==> config.mk <==
export PLATFORM = sky130hd
export DESIGN_NAME = gate_prober
export DESIGN_NICKNAME = d
export VERILOG_FILES = /design/src/rtl/gate_prober.sv
export SDC_FILE = /design/constraint.sdc
export NUM_CORES = 1
export LEC_CHECK = 0
export CORE_UTILIZATION = 45
export DETAILED_ROUTE_END_ITERATION = 8
export GPL_TIMING_DRIVEN = 0
export PLACE_DENSITY = 0.69
export SYNTH_ARGS = -nofsm -noshare
export SYNTH_HDL_FRONTEND = slang
export SYNTH_SLANG_ARGS = --single-unit
==> constraint.sdc <==
create_clock -name clk -period 2 [get_ports clk]
set_input_delay 0.3 -clock clk [delete_from_list [all_inputs] [get_ports clk]]
set_output_delay 0.3 -clock clk [all_outputs]
set_load 0.02 [all_outputs]
==> src/rtl/gate_prober.sv <==
// Sweeps the four (a,b) vectors into an external 2-input gate, samples its
// response after a settle time and classifies the resulting truth table.
//
//   state | meaning
//   ------+----------------------------------------------------------
//   IDLE  | outputs quiet, waiting for start; results from last sweep held
//   DRIVE | drive vec onto a/b, count settle cycles, capture y on last one
//   DONE  | one-cycle done pulse, classification valid from here on

module gate_prober #(
  parameter int unsigned SETTLE_CYCLES = 2
) (
  input  logic       clk,
  input  logic       rst_n,
  input  logic       start,
  output logic       a_out,
  output logic       b_out,
  input  logic       y_in,
  output logic       busy,
  output logic       done,
  output logic [3:0] truth_table,
  output logic [2:0] gate_id,
  output logic       gate_valid
);

  typedef enum logic [1:0] {
    IDLE  = 2'd0,
    DRIVE = 2'd1,
    DONE  = 2'd2
  } state_t;

  localparam logic [3:0] LAST_CNT = 4'(SETTLE_CYCLES - 1);

  state_t     state_q, state_d;
  logic [1:0] vec_q, vec_d;
  logic [3:0] cnt_q, cnt_d;
  logic [3:0] tt_q, tt_d;
  logic [2:0] id_q, id_d;
  logic       valid_q, valid_d;
  logic [1:0] ab_q, ab_d;
  logic       busy_q, busy_d;
  logic       done_q, done_d;

  function automatic logic [2:0] classify(input logic [3:0] t);
    case (t)
      4'h8:    classify = 3'd0;
      4'hE:    classify = 3'd1;
      4'h3:    classify = 3'd2;
      4'h7:    classify = 3'd3;
      4'h1:    classify = 3'd4;
      4'h6:    classify = 3'd5;
      4'h9:    classify = 3'd6;
      default: classify = 3'd7;
    endcase
  endfunction

  always_comb begin
    state_d = state_q;
    vec_d   = vec_q;
    cnt_d   = cnt_q;
    tt_d    = tt_q;
    id_d    = id_q;
    valid_d = valid_q;

    case (state_q)
      IDLE: begin
        if (start) begin
          state_d = DRIVE;
          vec_d   = 2'd0;
          cnt_d   = 4'd0;
          tt_d    = 4'h0;
          id_d    = 3'd7;
          valid_d = 1'b0;
        end
      end
      DRIVE: begin
        if (cnt_q == LAST_CNT) begin
          tt_d[vec_q] = y_in;
          cnt_d       = 4'd0;
          if (vec_q == 2'd3) begin
            // Classify the completed table, including the bit captured now.
            state_d = DONE;
            id_d    = classify(tt_d);
            valid_d = (classify(tt_d) != 3'd7);
          end else begin
            vec_d = vec_q + 2'd1;
          end
        end else begin
          cnt_d = cnt_q + 4'd1;
        end
      end
      DONE: begin
        state_d = IDLE;
      end
      default: begin
        state_d = IDLE;
      end
    endcase

    // Outputs are registered from the next state so they line up with it.
    ab_d   = (state_d == DRIVE) ? vec_d : 2'b00;
    busy_d = (state_d == DRIVE);
    done_d = (state_d == DONE);
  end

  always_ff @(posedge clk) begin
    if (!rst_n) begin
      state_q <= IDLE;
      vec_q   <= 2'd0;
      cnt_q   <= 4'd0;
      tt_q    <= 4'h0;
      id_q    <= 3'd7;
      valid_q <= 1'b0;
      ab_q    <= 2'b00;
      busy_q  <= 1'b0;
      done_q  <= 1'b0;
    end else begin
      state_q <= state_d;
      vec_q   <= vec_d;
      cnt_q   <= cnt_d;
      tt_q    <= tt_d;
      id_q    <= id_d;
      valid_q <= valid_d;
      ab_q    <= ab_d;
      busy_q  <= busy_d;
      done_q  <= done_d;
    end
  end

  assign a_out       = ab_q[1];
  assign b_out       = ab_q[0];
  assign busy        = busy_q;
  assign done        = done_q;
  assign truth_table = tt_q;
  assign gate_id     = id_q;
  assign gate_valid  = valid_q;

endmodule

After elaboration in Yosys (flattened, before gate mapping) --
Index checks and enable logic that the tools add are counted.
Operators by class: $add $sub $neg 2, order comparisons 2, equality and inequality tests 16, mux-type cells 26, reductions and logical operators 7
Operators with widths (number):
- one-hot mux 3 bit (7 select lines) | 1
- one-hot mux 4 bit (2 select lines) | 2
- == test 4 bit (second input constant) | 3
- 2-to-1 mux 2 bit | 6
- 2-to-1 mux 3 bit | 4
- 2-to-1 mux 4 bit | 3
- == test 4 x 1 -> 1 bit (second input constant) | 2
- == test 4 x 3 -> 1 bit (second input constant) | 2
- one-hot mux 2 bit (2 select lines) | 2
- != test 2 bit (second input constant) | 3
- one-hot mux 3 bit (2 select lines) | 1
- adder 4 x 1 -> 4 bit (second input constant) | 1
- bitwise mux 4 bit | 1
- == test 2 x 1 -> 1 bit (second input constant) | 2
- == test 2 bit (second input constant) | 2
- == test 4 x 2 -> 1 bit (second input constant) | 1
- 2-to-1 mux 1 bit | 4
- AND reduction 2 bit | 2
- AND reduction 4 bit | 1
- < comparator 2 x 3 -> 1 bit (second input constant) | 1
- != test 3 bit (second input constant) | 1
- AND reduction 3 bit | 1
- adder 2 x 1 -> 2 bit (second input constant) | 1
- demux 1 bit (select 2 bit) | 1
- other kinds (5) | 5
Storage, ports and cells: flip-flop bits (word level) 20, input bits 4, output and inout port bits 12, logic and storage cells 62

Depth between registers and ports, before layout --
Gate-level depths: netlist of run 1.
depth after elaboration 14, depth in mapped cells 7, mapped depth without buffers 7

Least setup slack after synthesis of run 1 --
No wires, ideal clock.
path kind flip-flop to flip-flop, start register cnt_q[0], end register id_q[0], in the netlist gate_id[0], setup time 0.123 ns, data arrival time 1.594 ns, data required time 1.877 ns, path slack 0.283 ns, cell stages (with the launch flop) 7, buffers on the path 0, clock period less this slack 1.717 ns, path through dfxtp_1 ha_1 or3b_4 nor3_4 nor2_2 a2111oi_2 o21ai_1
Between the ends: cells in the longest elaborated chain, start to end 3
Ends and longest elaborated chain:
- from (decl) | RTL line 36 | logic [3:0] cnt_q, cnt_d;
- from (signal assigned) | RTL line 120 | cnt_q <= cnt_d;
- == test 4 x 1 -> 1 bit | RTL line 77 | if (cnt_q == LAST_CNT) begin
- != test 2 bit (no source line)
- AND reduction 4 bit (no source line)
- to (signal assigned) | RTL line 122 | id_q <= id_d;
- to (decl) | RTL line 38 | logic [2:0] id_q, id_d;
Every way passes these cells. A chain may end at the register's enable or synchronous reset.

Worst setup path after layout of run 1 --
Same ends and word-level chain as after synthesis.

==> metrics.cfg, run 1 <==
[outcome]
status=finished clean

[worst_setup_path]
crit_arrival_ns=2.06
worst_setup_path_end_kind=flop
worstSetupPathType=reg2reg
crit_path_max_fanout=4
start_kind=flop
cp_data_required_time_ns=2.19

[route]
drc_errors=0
wirelength_um=1890
vias=813
drt-initial-drc-count=20
drt_pass1_iterations=4
via_per_inst=5.42
routedWlPerCell_um=12.6
route.antenna.remaining_nets=0

[timing]
finalCriticalPeriod_ns=1.88
drv_slew=0
tightest_slew_ns=0.494
setup_viol=0
rsz0062_at_grt=false
fin_tns_setup_ns=0
slew_headroom=0.670
fin_skew_ns=0.00271
setup_ws_ns=0.125
hold_ws_ns=0.543
period_share=0.938
hold_viol_final=0
fmax_mhz=533

[finish]
ff_latch_area_um2=400
nFillCells=191
drive_gt1_frac=0.130
area_delta_synth_final_pct=22.7
multi_input_area_um2=549
nets=130
fin_cells=150
insertedDiodeCount=0

[synthesis]
synth_edf_count=0
synthArstFlopShare=0
synthCells=104
synth_top_area_frac=0.413
synth.avg_cell_area_um2=9.31
yosysSeqAreaShare=0.413
yosys-top-cells-count=20 x dfxtp_1, 19 x nor2_1, 5 x nand3_1
synthFlopType=dfxtp_1
yosys.area.top_type=dfxtp_1
synth-seq-cells=20
syn_nets=110
yosysMostFrequentCell=dfxtp_1
synth.yosys.warnings=0
ys_types=36
synth.area.top_cells=dfxtp_1 41%, nor2_1 7.4%, mux2i_1 3.1%
synth_area_um2=968

[global_route]
met2_usage=0.293
grt_pass1_vias=736
grt_max_degree=12
grt_pass1_wl_um=3250
busiest_layer=met2
grt_overflow=0
antenna_found_initial=0
met3_usage=0.0346
grt_use_total=0.179
grt_use_met1=0.231

[clock_tree]
insertion_delay_ns=0.30
clkSinkCount=20
holdBufCountCts=0
post_cts_resized=0
cts-root-buf=clkbuf_4
ctsHtreeMaxLevel=1
post_cts_buffers=0
path_clk_slew_ns=0.11
cts_tree=yes
clockBufferDepth=2
cts-buffers-inserted=3

[place]
place_congestion=0.807
place_ws_ns=0.142
place_inst=146
port_buffers=15
dp_hpwl_um=1380

[die]
die_area_um2=2340
num_rows=16
die_width_um=48.4
ios=16
core_um2=2000
start_util=0.484
die_y_um=48.4

[power]
pwr-share-comb=0.112
max-vdd-ir-drop_v=0.000373
p_clk_frac=0.323
p_sw_w=0.000178
swShare=0.245
p_int_w=0.000550
sequentialPowerShare=0.565
p_per_area_nw_per_um2=613
total_leakage_power_nw=0.475
total_power_w=0.000728

[flow_run]
max_cap_violations=0

[min_path]
hold_path_class=reg2reg

## through the flow
step / area (um2) / util
floorplan: 968 / -
global placement: 1150 / 0.576
detailed placement: 1150 / 0.576
CTS: 1190 / 0.594
global route: 1190 / 0.594
finish: 1190 / 0.594
## final timing paths
check / slack, ns / endpoint / startpoint / cells past startpoint
worst min-delay path: 0.54 / truth_table[2] / truth_table[2] / 2
worst min register to register: 0.54 / truth_table[2] / truth_table[2] / 2
worst max-delay path: 0.12 / gate_id[0] / cnt_q[0] / 6
worst max register to register: 0.12 / gate_id[0] / cnt_q[0] / 6
## cell usage in the layout (no fill, tap or decap), types with 4 or more instances in the layout
cell type / count
inv_1: 4
a22oi_1: 4
dfxtp_1: 20
nor2_1: 19
nand2b_1: 4
clkdlybuf4s50_1: 15
nand3_1: 5
## state kept, by name (all words and copies together), names as in the netlist
register	flops
ab_q	2
busy	1
cnt_q	4
done	1
gate_id	3
gate_valid	1
state_q	2
truth_table	4
vec_q	2
## critical path, cell delays in order, from the launching register on
cell       delay (ns)
dfxtp_1          0.40
ha_1             0.19
or3b_4           0.43
nor3_4           0.22
nor2_2           0.07
a2111oi_2        0.35
o21ai_1          0.10
## power by group through the flow
stage / logic [W] / clock network (W) / registers [W]
2_1_floorplan: 0.0000516 / 0 / 0.000423
3_3_place_gp: 0.0000796 / 0 / 0.000420
3_5_place_dp: 0.0000806 / 0 / 0.000420
4_1_cts: 0.0000816 / 0.000242 / 0.000411
5_1_grt: 0.0000890 / 0.000259 / 0.000413
6_report: 0.0000814 / 0.000236 / 0.000412
## per-layer routing
layer  vias to the layer above  part of all wire
met2                        20              0.44
li1                        407                 -
met5                         -                 0
met3                         4             0.037
met1                       382              0.51
met4                         0             0.013
## kinds of logic after synthesis
group / share of synthesized area
compound gates: 0.176
fa+ha+maj: 0.0258
buf+inv: 0.0194
xor+xnor: 0.0181
flops: 0.413
simple gates: 0.236
mux: 0.111
## layout make-up
type                       count  share of cell area
multi-input combinational     79               0.462
sequential                    20               0.337
timing repair buffer          15               0.126
clock buffer                   4              0.0305
tap                           27              0.0284
inverter                       4              0.0126
buffer                         1             0.00316
Power figures use the tool's default switching activity.
==> run 2: changes to the inputs <==
Settings changed: CTS_CLUSTER_DIAMETER set to 200.
==> results of run 2 <==
Same layout as run 1: the final DEF is identical, and so are final timing and power.
